===== config.mk =====
export PLATFORM = sky130hd
export DESIGN_NAME = l1_inval_queue_flat
export DESIGN_NICKNAME = d
export VERILOG_FILES = /design/src/rtl/l1_inval_queue_if.sv /design/src/rtl/l1_inval_queue.sv /design/src/flat_wrapper.sv
export SDC_FILE = /design/constraint.sdc
export NUM_CORES = 1
export LEC_CHECK = 0
export ABC_AREA = 1
export BUFFER_PORTS_ARGS = -buffer_cell sky130_fd_sc_hd__buf_4
export CELL_PAD_IN_SITES_DETAIL_PLACEMENT = 2
export CELL_PAD_IN_SITES_GLOBAL_PLACEMENT = 2
export CORE_ASPECT_RATIO = 1.75
export CORE_UTILIZATION = 25
export DETAILED_ROUTE_END_ITERATION = 10
export GPL_TIMING_DRIVEN = 0
export PLACE_DENSITY = 0.65
export SLEW_MARGIN = 20
export SYNTH_ARGS = -nofsm -noshare
export SYNTH_HDL_FRONTEND = slang
export SYNTH_SLANG_ARGS = --single-unit

===== constraint.sdc =====
create_clock -name clk_i -period 4.82 [get_ports clk_i]
set_input_delay 0.241 -clock clk_i [delete_from_list [all_inputs] [get_ports clk_i]]
set_output_delay 0.241 -clock clk_i [all_outputs]
set_load 0.05 [all_outputs]

===== src/rtl/l1_inval_queue_if.sv =====
// rtl/l1_inval_queue_if.sv - invalidation request stream and L1 req/ack bundle
interface l1_inval_queue_if #(
   parameter int unsigned AddrWidth = 64
);
   logic [AddrWidth-1:0] inval_addr;
   logic                 inval_valid;
   logic                 inval_ready;
   logic [AddrWidth-1:0] cache_inval_addr;
   logic                 cache_inval_req;
   logic                 cache_inval_ack;

   // Environment side: produces invalidations and answers the L1 request
   modport master (
      output inval_addr,
      output inval_valid,
      output cache_inval_ack,
      input  inval_ready,
      input  cache_inval_addr,
      input  cache_inval_req
   );

   // Queue side: accepts invalidations and drives the L1 request
   modport slave (
      input  inval_addr,
      input  inval_valid,
      input  cache_inval_ack,
      output inval_ready,
      output cache_inval_addr,
      output cache_inval_req
   );
endinterface


===== src/rtl/l1_inval_queue.sv =====
// rtl/l1_inval_queue.sv - deduplicating L1 line-invalidation queue with req/ack issue
module l1_inval_queue #(
   parameter int unsigned AddrWidth   = 64,
   parameter int unsigned L1LineWidth = 16,
   parameter int unsigned Depth       = 4
) (
   input  logic                clk_i,
   input  logic                rst_ni,
   input  logic                flush_i,
   l1_inval_queue_if.slave     bus,
   output logic                busy_o,
   output logic [15:0]         dup_cnt_o
);
   localparam int unsigned LB = $clog2(L1LineWidth);
   localparam int unsigned PW = $clog2(Depth);
   localparam int unsigned CW = PW + 1;
   localparam logic [AddrWidth-1:0] LineMask = {{(AddrWidth-LB){1'b1}}, {LB{1'b0}}};

   typedef enum logic {IDLE, BUSY} state_e;

   state_e               state_q, state_d;
   logic [AddrWidth-1:0] mem_q [Depth];
   logic [PW-1:0]        wptr_q, rptr_q, tail_ptr;
   logic [CW-1:0]        cnt_q;
   logic [AddrWidth-1:0] addr_q, addr_d;
   logic [15:0]          dup_cnt_q;
   logic [AddrWidth-1:0] line;
   logic                 empty, full, hs, dup_hit, accept, bypass_ok;
   logic                 load_bypass, pop, push;

   assign line      = bus.inval_addr & LineMask;
   assign empty     = (cnt_q == '0);
   assign full      = (cnt_q == CW'(Depth));
   assign tail_ptr  = wptr_q - PW'(1);
   assign hs        = bus.inval_valid & ~full;

   // Duplicates compare against the newest queued line, or the in-flight line once the queue is empty
   assign dup_hit   = hs & ((~empty & (line == mem_q[tail_ptr])) |
                            (empty & (state_q == BUSY) & (line == addr_q)));
   assign accept    = hs & ~dup_hit & ~flush_i;
   assign bypass_ok = accept & empty;
   assign push      = accept & ~load_bypass;

   assign bus.inval_ready      = ~full;
   assign bus.cache_inval_req  = (state_q == BUSY);
   assign bus.cache_inval_addr = addr_q;
   assign busy_o               = (state_q == BUSY) | ~empty;
   assign dup_cnt_o            = dup_cnt_q;

   // Issue FSM: choose the next in-flight line from the queue head or a bypassing request
   always_comb begin
      state_d     = state_q;
      addr_d      = addr_q;
      pop         = 1'b0;
      load_bypass = 1'b0;
      case (state_q)
         IDLE: begin
            if (!empty) begin
               pop     = 1'b1;
               addr_d  = mem_q[rptr_q];
               state_d = BUSY;
            end else if (bypass_ok) begin
               load_bypass = 1'b1;
               addr_d      = line;
               state_d     = BUSY;
            end
         end
         BUSY: begin
            if (bus.cache_inval_ack) begin
               if (!empty) begin
                  pop    = 1'b1;
                  addr_d = mem_q[rptr_q];
               end else if (bypass_ok) begin
                  load_bypass = 1'b1;
                  addr_d      = line;
               end else begin
                  state_d = IDLE;
               end
            end
         end
         default: state_d = IDLE;
      endcase
   end

   // State, in-flight address, pointers, occupancy and duplicate counter
   always_ff @(posedge clk_i or negedge rst_ni) begin
      if (!rst_ni) begin
         state_q   <= IDLE;
         addr_q    <= '0;
         wptr_q    <= '0;
         rptr_q    <= '0;
         cnt_q     <= '0;
         dup_cnt_q <= '0;
      end else begin
         state_q <= state_d;
         addr_q  <= addr_d;
         if (dup_hit && (dup_cnt_q != 16'hFFFF)) begin
            dup_cnt_q <= dup_cnt_q + 16'd1;
         end
         if (flush_i) begin
            wptr_q <= '0;
            rptr_q <= '0;
            cnt_q  <= '0;
         end else begin
            if (push) wptr_q <= wptr_q + PW'(1);
            if (pop)  rptr_q <= rptr_q + PW'(1);
            cnt_q <= cnt_q + CW'(push) - CW'(pop);
         end
      end
   end

   // Queue storage needs no reset; occupancy is tracked by cnt_q
   always_ff @(posedge clk_i) begin
      if (push) begin
         mem_q[wptr_q] <= line;
      end
   end
endmodule

===== src/flat_wrapper.sv =====
// flat-port wrapper written by rule: the top's interface ports become plain ports
module l1_inval_queue_flat 
#(
   parameter int unsigned AddrWidth   = 64,
   parameter int unsigned L1LineWidth = 16,
   parameter int unsigned Depth       = 4
)
  (clk_i, rst_ni, flush_i, busy_o, dup_cnt_o, bus_inval_addr, bus_inval_valid, bus_cache_inval_ack, bus_inval_ready, bus_cache_inval_addr, bus_cache_inval_req);
  l1_inval_queue_if #(.AddrWidth(AddrWidth)) bus_i ();
  input  logic clk_i;
  input  logic rst_ni;
  input  logic flush_i;
  output logic busy_o;
  output logic [15:0] dup_cnt_o;
  input wire logic [$bits(bus_i.inval_addr)-1:0] bus_inval_addr;
  input wire logic [$bits(bus_i.inval_valid)-1:0] bus_inval_valid;
  input wire logic [$bits(bus_i.cache_inval_ack)-1:0] bus_cache_inval_ack;
  output wire logic [$bits(bus_i.inval_ready)-1:0] bus_inval_ready;
  output wire logic [$bits(bus_i.cache_inval_addr)-1:0] bus_cache_inval_addr;
  output wire logic [$bits(bus_i.cache_inval_req)-1:0] bus_cache_inval_req;
  assign bus_i.inval_addr = bus_inval_addr;
  assign bus_i.inval_valid = bus_inval_valid;
  assign bus_i.cache_inval_ack = bus_cache_inval_ack;
  assign bus_inval_ready = bus_i.inval_ready;
  assign bus_cache_inval_addr = bus_i.cache_inval_addr;
  assign bus_cache_inval_req = bus_i.cache_inval_req;
  l1_inval_queue #(.AddrWidth(AddrWidth), .L1LineWidth(L1LineWidth), .Depth(Depth)) u_core (.clk_i(clk_i), .rst_ni(rst_ni), .flush_i(flush_i), .bus(bus_i), .busy_o(busy_o), .dup_cnt_o(dup_cnt_o));
endmodule

==> run summary <==
Std-Cell Core Area: 72900 µm²
Clock Skews: 0.0350 ns
HPWL after detailed placement: 77.8 mm
Run status: finished clean
Gpl congestion: 0.924
Nets: 2680
Filler Cell Count: 8382
Final Cycle Share: 0.969
Simple-gate area share of the yosys netlist: 0.319
Fin Setup TNS: 0 ns
Tot GR Track Use: 0.277
CP Data Required Time: 5.07 ns
Setup violations, final: 0
CP cell instances: buf_4 > inv_4 > buf_8 > buf_4 > ha_1 > clkbuf_4 > inv_2 > buf_6 > nand3_1 > nand2_1 > nand2_1 > nand2_1 > nor2_1 > nand2_1 > nor2_1 > nand2_1 > nor2_1 > nand2_1 > nand4_1 > buf_4 > nor2_4 > buf_16 > buf_12 > buf_16
Pleak: 0.0102 µW
Vias/cell: 5.30
Yosys warns: 0
Reg area: 9310 µm²
First-pass DRT Iterations: 5
Headroom to the max-slew limit: 0.195
Post-Route WL: 105 mm
Final hold vios: 0
Largest net degree at the start of global routing: 50
Worst setup EP type: flop
Synth Area in XOR/XNOR: 0.0128
Post-Synth Adder-Cell Area: 0.00583
Num rows: 131
Synth Area in Compound Gates: 0.0958
DR iter-0 viols: 1008
Clock root buffer: clkbuf_16
Die Y: 361 µm
Post-synthesis mux area share: 0
Detailed-route DRC error count: 0
Max-Cap Viols: 0
TritonCTS clock tree: yes
GR met1 Demand/Resource: 0.305
M2 GR Usage: 0.499
GR Layer Usage met3: 0.0325
Power Density: 669 nW/µm²
Leading area contributor after synthesis: edfxtp_1
Area occupied by multi-input gates: 8040 µm²
Critical path arrival: 4.93 ns
Largest cells by area after synthesis: edfxtp_1 39%, nand2_1 20%, dfrtp_1 11%
Main combinational cell family by area after synthesis: simple AND/OR/NAND/NOR gates
Most used cell, CP: nand2_1
Htree depth: 2
Die width: 207 µm
Flops & latches, synth: 324
Register area share after synthesis: 0.505
Cells after synthesis: 2328
WL per Instance: 29.4 µm
Worst hold path class: in -> async
Initial Util: 0.253
Worst path slowest cell: dfrtp_1
# IOs: 152
Layout cells sized above 1: 0.109
CTS Buf Count: 37
Vias: 18885
Unrepaired setup endpoints after global routing: false
PnR Total Power: 15500 µW
DIE AREA: 74900 µm²
CTS Sinks: 324
Worst-path clk slew: 0.06 ns
Total grt overflow: 0
Port Buf Inserts: 143
Fmax: 214 MHz
Final Critical Period: 4.67 ns
VDD IR-drop max: 0.273 mV
Clock Path Buffers: 3
Area delta synth->final: 25.3%
Vias in the first global route: 20665
CP max FO: 15
Slowest stage delay, CP: 0.41 ns
Initial antenna violation count: 3
Global-route wire length before repair: 149 mm
Post-DRT Antenna Nets: 0
Skew-Pair Late Insertion Delay: 0.58 ns
Measured slew at the worst slew-check pin: 1.20 ns
Crit Path Class: reg -> reg
Share of the synthesized area in the top cell type: 0.391
Synthesized area per cell: 7.93 µm²
Nature of the critical path startpoint: flop
Synth cell types: 36
Syn Std Cell Area: 18500 µm²
GR peak layer: met2
Slew Limit Fails: 0
[final timing paths]
path | endpoint | cells after the start | startpoint | slack (ns)
max in group asynchronous | u_core.bus.cache_inval_addr[37] | 3 | rst_ni | 3.89
worst min register to register | u_core.dup_cnt_o[1] | 2 | u_core.dup_cnt_o[1] | 0.57
worst min-delay path | u_core.bus.cache_inval_addr[18] | 2 | rst_ni | 0.18
worst max-delay path | u_core.mem_q[0][4] | 24 | u_core.wptr_q[0] | 0.15
worst max register to register | u_core.mem_q[0][4] | 24 | u_core.wptr_q[0] | 0.15
min in group clk_i | u_core.dup_cnt_o[9] | 5 | bus_inval_valid | 0.21
[what timing repair did]
action                     CTS  global route
cloned                       0             0
hold buffers                63             0
hold endpoints to repair   278             0
buffers inserted            12             0
resized for setup            6            17
pin swaps                    5             0
setup endpoints to repair  243            47
[cells by family after synthesis]
logic type                 count (synthesis)
DFF                                      324
other                                      1
and+or+nand+nor                         1442
xor gates and xnor gates                  27
buffers and inverters                    266
adders and majority gates                  8
AOI/OAI and AO/OA                        260
[layout make-up]
type	instances	area share
Antenna cell	3	0.000325
Buffer	119	0.0281
Clock buffer	50	0.0466
Clock inverter	18	0.00741
Inverter	147	0.0240
Multi-Input combinational cell	1741	0.347
Sequential cell	324	0.403
Tap cell	931	0.0504
Timing Repair Buffer	233	0.0932
[metal layers]
metal / part of all wire / wire [µm]
met5: 0.00012 / 13
met4: 0.078 / 8240
met3: 0.043 / 4530
met2: 0.50 / 52300
met1: 0.38 / 39900
[synth_stat cells (all sizes together)]
| library cell | n |
|---|---|
| a21oi | 63 |
| a31oi | 1 |
| a32o | 60 |
| buf | 49 |
| clkbuf | 70 |
| clkinv | 1 |
| conb | 1 |
| dfrtp | 84 |
| edfxtp | 240 |
| fa | 1 |
| ha | 7 |
| inv | 146 |
| nand2 | 1001 |
| nand3 | 196 |
| nand3b | 12 |
| nand4 | 32 |
| nor2 | 159 |
| nor3 | 31 |
| nor3b | 6 |
| nor4 | 2 |
| nor4b | 2 |
| o2111ai | 2 |
| o21ai | 73 |
| o21bai | 60 |
| o22ai | 1 |
| or3 | 1 |
| xnor2 | 6 |
| xor2 | 21 |
[per-stage QoR]
step           hold WS [ns]  worst slack [ns]   util  instance area [µm²]  std cells
3_3_place_gp          0.436             -6.04  0.284                20700       3405
2_1_floorplan       -0.0546            -0.507      -                18500       2331
4_1_cts               0.191            0.0197  0.316                23100       3563
3_5_place_dp          0.229            -0.868  0.289                21100       3420
6_report              0.180             0.147  0.317                23100       3566
5_1_grt               0.223            0.0102  0.317                23100       3564
[worst max-delay path, delay by kind of cell (launching register included)]
kind                     cells  cell delay (ns)
buffers and inverters       11             2.14
adder cells (fa/ha/maj)      1             0.26
AND/OR/NAND/NOR             12             1.48
flip-flops                   1             0.41
[placed cells by master, fill, tap and decap left out, types with 7 or more instances in the layout]
master / n
edfxtp_1: 240
o21ai_0: 73
buf_6: 16
buf_4: 165
dlygate4sd3_1: 63
nor3_1: 31
clkbuf_1: 73
nand4_1: 32
a21oi_1: 63
buf_2: 12
nand3_1: 195
nor2_1: 155
buf_12: 10
inv_1: 141
nand2_1: 999
clkbuf_16: 39
a32o_1: 60
dfrtp_1: 84
nand3b_1: 12
xor2_1: 21
ha_1: 7
o21bai_1: 60
[registers in the layout, summed over array words and instances, names as in the netlist]
signal / flops
u_core.mem_q: 240
u_core.bus.cache_inval_addr: 60
u_core.dup_cnt_o: 16
u_core.cnt_q: 3
u_core.rptr_q: 2
u_core.wptr_q: 2
u_core.bus.cache_inval_req: 1
[report_power, final]
| part | internal [µW] | switching (µW) |
|---|---|---|
| clock | 1730 | 1310 |
| sequential | 3420 | 432 |
| combinational | 2180 | 6400 |
| total | 7340 | 8130 |
(Power assumes the default switching activity.)
